[src/rtl/imem_loader_pkg.sv]
// imem_loader_pkg: shared types and constants for the instruction-memory loader.
// Holds the loader state encoding, default memory depth and header count width.
package imem_loader_pkg;

  typedef enum logic [2:0] {
    ST_IDLE,
    ST_HDR0,
    ST_HDR1,
    ST_DATA,
    ST_WRITE,
    ST_DONE
  } state_e;

  localparam int IMEM_DEPTH = 1000;
  localparam int HDR_CNT_W  = 16;

endpackage

[src/rtl/imem_loader_byte_packer.sv]
// byte_packer: assembles four bytes little-endian into one 32-bit word.
// Ports: clk_i, rst_ni (sync, active-low), clr_i, push_i, byte_i -> word_o, cnt_o, word_ready_o.
module byte_packer (
  input  logic        clk_i,
  input  logic        rst_ni,
  input  logic        clr_i,
  input  logic        push_i,
  input  logic [7:0]  byte_i,
  output logic [31:0] word_o,
  output logic [2:0]  cnt_o,
  output logic        word_ready_o
);

  logic [31:0] word_q, word_d;
  logic [2:0]  cnt_q, cnt_d;

  // New bytes enter at the top and shift down, so the
  // first byte ends up in bits [7:0] after four pushes.
  always_comb begin
    word_d = word_q;
    cnt_d  = cnt_q;
    if (clr_i) begin
      word_d = '0;
      cnt_d  = '0;
    end else if (push_i && cnt_q != 3'd4) begin
      word_d = {byte_i, word_q[31:8]};
      cnt_d  = cnt_q + 3'd1;
    end
  end

  always_ff @(posedge clk_i) begin
    if (!rst_ni) begin
      word_q <= '0;
      cnt_q  <= '0;
    end else begin
      word_q <= word_d;
      cnt_q  <= cnt_d;
    end
  end

  assign word_o       = word_q;
  assign cnt_o        = cnt_q;
  assign word_ready_o = (cnt_q == 3'd4);

endmodule

[src/rtl/imem_loader.sv]
// imem_loader: streams a length-prefixed byte image into instruction memory.
// Ports: SYS_clk, SYS_reset, start, in_valid/in_data/in_ready, mem_we/addr/wdata, cpu_hold, done, err.
module imem_loader
  import imem_loader_pkg::*;
#(
  parameter int DEPTH  = IMEM_DEPTH,
  parameter int ADDR_W = 32
) (
  input  logic              SYS_clk,
  input  logic              SYS_reset,
  input  logic              start,
  input  logic              in_valid,
  input  logic [7:0]        in_data,
  output logic              in_ready,
  output logic              mem_we,
  output logic [ADDR_W-1:0] mem_addr,
  output logic [31:0]       mem_wdata,
  output logic              cpu_hold,
  output logic              done,
  output logic              err
);

  state_e                 state_q, state_d;
  logic [HDR_CNT_W-1:0]   cnt_q, cnt_d;
  logic [HDR_CNT_W-1:0]   idx_q, idx_d;
  logic [HDR_CNT_W-1:0]   hdr_cnt;
  logic                   err_q, err_d;
  logic                   pk_clr;
  logic                   pk_push;
  logic [31:0]            pk_word;
  logic [2:0]             pk_cnt;
  logic                   pk_rdy;
  logic                   in_range;

  byte_packer u_packer (
    .clk_i        (SYS_clk),
    .rst_ni       (SYS_reset),
    .clr_i        (pk_clr),
    .push_i       (pk_push),
    .byte_i       (in_data),
    .word_o       (pk_word),
    .cnt_o        (pk_cnt),
    .word_ready_o (pk_rdy)
  );

  assign hdr_cnt  = {in_data, cnt_q[7:0]};
  assign in_range = 32'(idx_q) < 32'(DEPTH);

  always_comb begin
    state_d   = state_q;
    cnt_d     = cnt_q;
    idx_d     = idx_q;
    err_d     = err_q;
    pk_clr    = 1'b0;
    pk_push   = 1'b0;
    in_ready  = 1'b0;
    mem_we    = 1'b0;
    mem_addr  = '0;
    mem_wdata = '0;
    cpu_hold  = 1'b0;
    done      = 1'b0;
    unique case (state_q)
      ST_IDLE, ST_DONE: begin
        done = (state_q == ST_DONE);
        if (start) begin
          state_d = ST_HDR0;
          cnt_d   = '0;
          idx_d   = '0;
          err_d   = 1'b0;
          pk_clr  = 1'b1;
        end
      end
      ST_HDR0: begin
        in_ready = 1'b1;
        cpu_hold = 1'b1;
        if (in_valid) begin
          cnt_d   = {cnt_q[HDR_CNT_W-1:8], in_data};
          state_d = ST_HDR1;
        end
      end
      ST_HDR1: begin
        in_ready = 1'b1;
        cpu_hold = 1'b1;
        if (in_valid) begin
          cnt_d   = hdr_cnt;
          // Oversized images keep streaming so the source drains.
          err_d   = 32'(hdr_cnt) > 32'(DEPTH);
          state_d = (hdr_cnt == '0) ? ST_DONE : ST_DATA;
        end
      end
      ST_DATA: begin
        in_ready = 1'b1;
        cpu_hold = 1'b1;
        pk_push  = in_valid;
        // 4th byte: go straight to WRITE for next-cycle strobe.
        if (in_valid && pk_cnt == 3'd3) begin
          state_d = ST_WRITE;
        end
      end
      ST_WRITE: begin
        cpu_hold  = 1'b1;
        mem_we    = pk_rdy && in_range;
        mem_addr  = ADDR_W'({idx_q, 2'b00});
        mem_wdata = pk_word;
        pk_clr    = 1'b1;
        idx_d     = idx_q + 1'b1;
        state_d   = (idx_d == cnt_q) ? ST_DONE : ST_DATA;
      end
      default: state_d = ST_IDLE;
    endcase
  end

  always_ff @(posedge SYS_clk) begin
    if (!SYS_reset) begin
      state_q <= ST_IDLE;
      cnt_q   <= '0;
      idx_q   <= '0;
      err_q   <= 1'b0;
    end else begin
      state_q <= state_d;
      cnt_q   <= cnt_d;
      idx_q   <= idx_d;
      err_q   <= err_d;
    end
  end

  assign err = err_q;

endmodule

[config.mk]
export PLATFORM = sky130hd
export DESIGN_NAME = imem_loader
export DESIGN_NICKNAME = d
export VERILOG_FILES = /design/src/rtl/imem_loader_pkg.sv /design/src/rtl/imem_loader_byte_packer.sv /design/src/rtl/imem_loader.sv
export SDC_FILE = /design/constraint.sdc
export NUM_CORES = 1
export LEC_CHECK = 0
export ABC_CLOCK_PERIOD_IN_PS = 2650
export CAP_MARGIN = 20
export CORE_MARGIN = 3
export CORE_UTILIZATION = 53
export CTS_CLUSTER_SIZE = 10
export DETAILED_ROUTE_END_ITERATION = 8
export GPL_TIMING_DRIVEN = 0
export PLACE_DENSITY_LB_ADDON = 0.08
export SKIP_CTS_REPAIR_TIMING = 1
export SYNTH_ARGS = -nofsm -noshare
export SYNTH_HDL_FRONTEND = slang
export SYNTH_HIERARCHICAL = 1
export SYNTH_SLANG_ARGS = --single-unit
export TNS_END_PERCENT = 100
[constraint.sdc]
create_clock -name SYS_clk -period 2.65 [get_ports SYS_clk]
set_clock_uncertainty 0.15 [all_clocks]
set_input_delay 0.795 -clock SYS_clk [delete_from_list [all_inputs] [get_ports SYS_clk]]
set_output_delay 0.795 -clock SYS_clk [all_outputs]
set_load 0.01 [all_outputs]
* Yosys cells after proc, flatten, opt, wreduce, memory -nomap -nowiden
Cells that the tools add are included. W data, S select, Z words.
Word-level totals: bits in registers 71, bits in latches 0, memory bits (writable) 0, bits in read-only memories 0, input bits 12, output and inout bits 69, word-level logic and storage cells 68, memories kept 0
Cells by class: $add $sub $neg 2, multipliers 0, div/mod/pow operators 0, $lt $le $gt $ge 2, equal/unequal tests 13, shifts and indexed selects 0, muxes and demuxes 24, bitwise operators 3, reduce and logical (&&, ||, !) cells 17
Operator list (number):
- $pmux W16 S3 | 1
- $mux W16 | 2
- $mux W32 | 1
- $pmux W16 S2 | 1
- $mux W18 | 1
- $mux W3 | 6
- $add A16 B1 Y16 const B | 1
- $eq A16 B16 Y1 | 1
- $gt A16 B10 Y1 const B | 1
- $logic_not A16 Y1 | 1
- $lt A16 B10 Y1 const B | 1
- $pmux W3 S5 | 1
- $reduce_and A4 Y1 | 3
- $eq A3 B2 Y1 const B | 3
- $eq A3 B3 Y1 const B | 3
- $mux W1 | 8
- $mux W8 | 1
- $ne A2 B2 Y1 const B | 4
- $reduce_bool A2 Y1 | 3
- $pmux W1 S2 | 2
- $reduce_or A2 Y1 | 2
- $reduce_or A4 Y1 | 1
- $add A3 B1 Y3 const B | 1
- $eq A3 B1 Y1 const B | 1
- 7 further kinds | 11

* Logic depth before layout (Yosys ltp)
Gate-level depths: netlist (run 1).
depth in word-level cells 4, depth in mapped cells 8, depth with buffers taken out 7

* By module
Netlist (run 1), hierarchy kept.
By module, submodules not included:
- imem_loader | times used 1, cells each 382, area each 2897.8 um^2, seq. area each 720.7 um^2
- byte_packer | times used 1, cells each 135, area each 1552.7 um^2, seq. area each 700.7 um^2

* Least setup slack after synthesis (run 1)
OpenSTA, ideal clock, no wires.
path type flip-flop to output port, start register state_q[2], end output port mem_we, data arrival time 1545 ps, required time 1705 ps, setup slack 160 ps, stages on the path, launching flop included 6, cell sequence dfxtp_1 clkbuf_1 inv_1 nor3_1 buf_2 and4_1
On the way: word-level cells in the longest chain between the ends 2
RTL lines:
- start: declaration | line imem_loader.sv:23 | state_e state_q, state_d;
- start signal: assignment | line imem_loader.sv:120 | state_q <= state_d;
- $eq A3 B3 Y1 | line imem_loader.sv:62 | unique case (state_q)
- $mux W1 | line imem_loader.sv:62
- end: declaration | line imem_loader.sv:15 | output logic mem_we,
Every way passes these cells.

* Final worst setup path (run 1)
start register state_q[0], end output port mem_addr[15]
On the way: word-level cells in the longest chain between the ends 2
RTL lines:
- $eq A3 B3 Y1 | line imem_loader.sv:62
- $mux W18 | line imem_loader.sv:62
- end: declaration | line imem_loader.sv:16 | output logic [ADDR_W-1:0] mem_addr,
Every way passes these cells.

==> flow_summary.yaml, run 1 <==
floorplanning:
  fp.dieW_um: 97.64
  rows: 32
  dieArea_um2: 9533
  io_pins: 81
  initial_core_util_pct: 56.14
  core_um2: 7928
  die_h_um: 97.64
global_routing:
  grt_first_pass_wirelength_um: 20570
  grt_max_degree: 18
  grt-ovfl-total: 0
  antenna_found_initial: 0
  grt_pass1_vias: 3988
  grt_usage_pct: 26.21
timing:
  finalSetupViolCount: 8
  fmax_ghz: 0.3469
  drv_slew: 0
  whs_ps: 346.7
  worstMarginPinSlew_ps: 827.1
  maxSlewHeadroom_pct: 44.86
  hold_violations: 0
  min_period_ps: 2882
  rsz0062_at_grt: "true"
  setup_ws_ps: -232.3
  fin_crit_sh_pct: 108.8
  tns_ps: -1454
clock_network:
  cts_root_buf: "clkbuf_8"
  clock_sinks: 71
  cts-buffers-inserted: 9
  cts_max_path_buffers: 2
  htree_levels: 3
  cts_tree: "done"
  insertion_delay_ps: 350
  clk_pin_slew_worst_paths_ps: 80
layout:
  final_cell_mix: "dfxtp_1 (67), and3_1 (46), dlymetal6s2s_1 (46), nand3b_1 (45), mux2i_1 (34)"
  syn2layout_area_growth_pct: 30.25
  layout-drive-gt1-share_pct: 16.13
  nNetsFinal: 630
  antenna_cells: 0
  final_common_cell: "dfxtp_1"
route:
  vias_per_cell: 6.102
  antenna_left: 0
  num_vias: 4406
  routed-wl-met2_um: 5930
  wl_per_cell_um: 18.46
  detail_route.iter0.violations: 346
  firstDrtPassIters: 5
  drc: 0
  met1_length_um: 6030
  wl_um: 13330
  top_layer: "met4"
  wl_met3_um: 1114
yosys:
  syn_area_um2: 4451
  ys_seq_elements: 71
  seq_area_frac_synth_pct: 31.94
  synth.distinct_cells: 63
  synth_top_cell_area_share_pct: 31.94
  synthFlopType: "dfxtp_1"
  synth_edf_count: 0
  synthCells: 517
  synthArstFlopShare_pct: 0
  avgSynthCellArea_um2: 8.608
  synth_area_leader_cell: "dfxtp_1"
  synth_area_leaders: "dfxtp_1 (32%), mux2i_1 (7.6%), nand3b_1 (7.6%), and3_1 (6.5%), nor2b_1 (3.4%)"
  yosys_warnings: 6
setup_path:
  required_ps: 1710
  reg2reg_from: "idx_q[1]"
  crit_path_end_kind: "primary output"
  rr_worst_depth: 7
  reg2reg_to: "state_q[2]"
  path_class: "flip-flop to primary output"
  cp_max_fo: 10
  critPathLaunchType: "flip-flop"
  rrSetupSlack_ps: 120
  worstPathArrival_ps: 1940
power_and_ir_drop:
  peakVddDrop_v: 0.0004153
  p_per_area_nw_per_um2: 437.6
  leakage_nw: 3.122
place:
  place.gp.congestion: 0.9552
  dp_hpwl_um: 9287
  io_buffer_count: 63
min_path:
  min_to: "u_packer/word_o[3]"
  hold_class: "flip-flop to flip-flop"
  hp-start: "u_packer/word_o[3]"
  worstHoldPathCells: 2
outcome:
  violations: "setup timing"
  status: "finished, violations left"
run:
  cap_viol_max_count: 0
[synth_stat cells (11+ instances only)]
library cell  instances
nand3b_1             45
buf_2                13
clkbuf_1             24
a21oi_1              15
buf_4                17
and3_1               46
a22oi_1              19
nand2_1              22
nor2_1               20
dfxtp_1              71
inv_1                11
mux2i_1              34
nor2b_1              24
o21ai_0              25
xnor2_1              11
nor3_1               15
[worst max-delay path, stage by stage (launching register included)]
cell and delay, ps:
dfxtp_1 310, buf_4 180, nor2_4 150, nand2_2 110, buf_4 200, nor2_1 100, clkdlybuf4s50_1 550
[per-layer routing]
layer / vias to the layer above / GRT usage [%]
met1: 2092 / 38.09
met4: 0 / 7.881
met2: 225 / 39.33
li1: 2063 / -
met5: - / 0
met3: 26 / 4.810
[worst max path at each step]
stage / start / to / slack, ps / depth (start not counted)
2_1_floorplan: state_q[2] / mem_we / 160 / 5
3_3_place_gp: state_q[2] / mem_we / -970 / 6
3_5_place_dp: state_q[2] / mem_we / -1030 / 6
4_1_cts: state_q[2] / mem_we / -1440 / 6
5_1_grt: state_q[0] / mem_addr[15] / -290 / 6
6_report: state_q[0] / mem_addr[15] / -230 / 6
[stage by stage]
step / setup slack (ps) / cell area [um^2] / std cells / total power, mW / util (%)
after floorplan: 159.8 / 4507 / 532 / 1.357 / -
after global placement: -967.2 / 5265 / 697 / 1.465 / 66.41
after detailed placement: -1031 / 5265 / 697 / 1.471 / 66.41
after CTS: -1440 / 5495 / 713 / 2.480 / 69.32
after global routing: -287.2 / 5797 / 722 / 2.631 / 73.12
final: -232.3 / 5797 / 722 / 2.537 / 73.12
[sequential cells by signal (all words and copies together), names as in the netlist]
signal	cells
u_packer/word_o	32
cnt_q	16
idx_q	16
state_q	3
u_packer/cnt_o	3
err	1
[cells by family (layout without fill, tap and decap cells)]
kind of cell | Yosys count | count (layout) | synth area share (%)
XOR/XNOR | 16 | 16 | 3.149
AO/OA/AOI/OAI | 97 | 97 | 14.93
multiplexers | 34 | 34 | 7.647
other | 1 | 16 | 0.08426
AND/OR/NAND/NOR | 223 | 223 | 32.53
buffers and inverters | 72 | 160 | 8.884
adder cells (fa/ha/maj) | 3 | 3 | 0.8435
flip-flops | 71 | 71 | 31.94
[power by group]
part | switching (mW) | total (mW) | internal, mW | leakage, nW
clock network | 0.460 | 1.02 | 0.561 | 0.109
registers | 0.0183 | 1.10 | 1.08 | 0.575
logic | 0.238 | 0.419 | 0.181 | 2.44
[final cells by class]
class,count,area [um^2]
Multi-Input combinational cell,389,2745
Fill cell,623,2131
Sequential cell,71,1429
Timing Repair Buffer,73,815.8
Buffer,58,392.9
Clock buffer,10,137.6
Tap cell,102,127.6
Clock inverter,6,92.59
Inverter,13,56.30
No activity file was read; power rests on OpenSTA's default activity.
==> inputs of run 2 (changes only) <==
Settings changed: SKIP_LAST_GASP from default to 1.
==> flow_summary.yaml, run 2 (synthesis results as in run 1) <==
clock_network:
  insertion_delay_ps: 350
  cts_tree: "done"
  clk_pin_slew_worst_paths_ps: 80
  clock_sinks: 71
  cts-buffers-inserted: 9
  htree_levels: 3
  cts_max_path_buffers: 2
  cts_root_buf: "clkbuf_8"
global_routing:
  grt_first_pass_wirelength_um: 20570
  grt_max_degree: 18
  grt_usage_pct: 26.21
  grt-ovfl-total: 0
  grt_pass1_vias: 3988
  antenna_found_initial: 0
layout:
  antenna_cells: 0
  finish.utilization_pct: 72.93
  nNetsFinal: 630
  final_common_cell: "dfxtp_1"
  syn2layout_area_growth_pct: 29.91
  layout-drive-gt1-share_pct: 15.65
  final_cells: 722
  fillers: 619
  final_cell_mix: "dfxtp_1 (69), and3_1 (46), nand3b_1 (45), dlymetal6s2s_1 (43), mux2i_1 (34)"
  largest_reg_flops: 32
  final_area_um2: 5782
route:
  wl_met3_um: 1065
  met1_length_um: 6088
  routed-wl-met2_um: 5913
  wl_per_cell_um: 18.46
  wl_um: 13330
  vias_per_cell: 6.094
  drc: 0
  num_vias: 4400
  detail_route.iter0.violations: 328
  antenna_left: 0
  firstDrtPassIters: 5
  top_layer: "met4"
place:
  dp.cells: 697
  placed_area_um2: 5265
  dp_hpwl_um: 9287
  place.gp.congestion: 0.9552
  io_buffer_count: 63
setup_path:
  critPathTopFamily: "buffers and inverters"
  worstPathArrival_ps: 1990
  cp_max_fo: 10
  path_class: "flip-flop to primary output"
  path_cells: "buf_4, nor2_4, buf_6, clkbuf_4, and3_1, clkdlybuf4s50_1"
  critical_path_buf_inv_count: 4
  critPathLaunchType: "flip-flop"
  crit_path_end_kind: "primary output"
  max_stage_delay_ps: 530
  slowest_stage: "clkdlybuf4s50_1"
  required_ps: 1710
power_and_ir_drop:
  p_per_area_nw_per_um2: 438.6
  power_mw: 2.536
  peakVddDrop_v: 0.0004139
  leakage_nw: 3.065
run:
  cap_viol_max_count: 0
timing:
  drv_slew: 0
  maxSlewHeadroom_pct: 45.57
  worstMarginPinSlew_ps: 816.4
  setup_ws_ps: -285.2
  rsz0062_at_grt: "true"
  fin_crit_sh_pct: 110.8
  finalSetupViolCount: 11
  min_period_ps: 2935
  hold_violations: 0
  tns_ps: -2261
  fmax_ghz: 0.3407
floorplanning:
  initial_core_util_pct: 56.14
  io_pins: 81
  die_h_um: 97.64
  dieArea_um2: 9533
  core_um2: 7928
  fp.dieW_um: 97.64
  rows: 32
outcome:
  status: "finished, violations left"
  violations: "setup timing"
min_path:
  hold_class: "flip-flop to flip-flop"
==> run 2: cell types whose count changed in the layout (fill, tap and decap cells not counted) <==
cell / delta
dfxtp_1: +2
dfxtp_2: -2
dlymetal6s2s_1: -3
clkdlybuf4s50_1: +3
nand2_2: -1
buf_4: -1
buf_2: +1
nand2_1: +1
==> run 2: final cells by class <==
| class | instances | area, um^2 | area share, % |
|---|---|---|---|
| repair buffers | 73 | 808.3 | 13.98 |
| clock inverters | 6 | 92.59 | 1.601 |
| inverters | 13 | 56.30 | 0.9738 |
| well taps | 102 | 127.6 | 2.207 |
| flip-flops and latches | 71 | 1426 | 24.67 |
| clock buffers | 10 | 137.6 | 2.380 |
| multi-input cells | 389 | 2743 | 47.44 |
| plain buffers | 58 | 390.4 | 6.752 |
==> run 2: worst paths after layout <==
| check | from | to | slack (ps) | cells after the start |
|---|---|---|---|---|
| worst max-delay path | state_q[0] | mem_addr[8] | -290 | 6 |
| worst min-delay path | u_packer/word_o[3] | u_packer/word_o[3] | 350 | 2 |
| worst max register to register | idx_q[9] | state_q[2] | 100 | 7 |
| worst min register to register | u_packer/word_o[3] | u_packer/word_o[3] | 350 | 2 |
==> run 2: power by group <==
part | leakage (nW) | internal, mW | switching [mW] | total (mW)
clock | 0.109 | 0.561 | 0.459 | 1.02
sequential | 0.574 | 1.08 | 0.0182 | 1.10
combinational | 2.38 | 0.181 | 0.238 | 0.418
total | 3.07 | 1.82 | 0.715 | 2.54
==> run 2: layer usage <==
metal / vias to the layer above / global-route usage (%)
li1: 2069 / -
met1: 2083 / 38.09
met2: 219 / 39.33
met3: 29 / 4.810
met4: 0 / 7.881
met5: - / 0
==> run 2: tightest hold or removal path, delay by kind of cell, from the launching register on <==
| kind | cells | cell delay, ps |
|---|---|---|
| flip-flops | 1 | 320 |
| multiplexers | 1 | 60 |
| AND/OR/NAND/NOR | 1 | 70 |
==> run 2: stage by stage <==
step	hold slack, ps	setup slack [ps]
after floorplan	311.5	159.8
after global placement	323.2	-967.2
after detailed placement	332.8	-1031
after CTS	347.2	-1440
after global routing	373.6	-338.5
final	346.7	-285.2
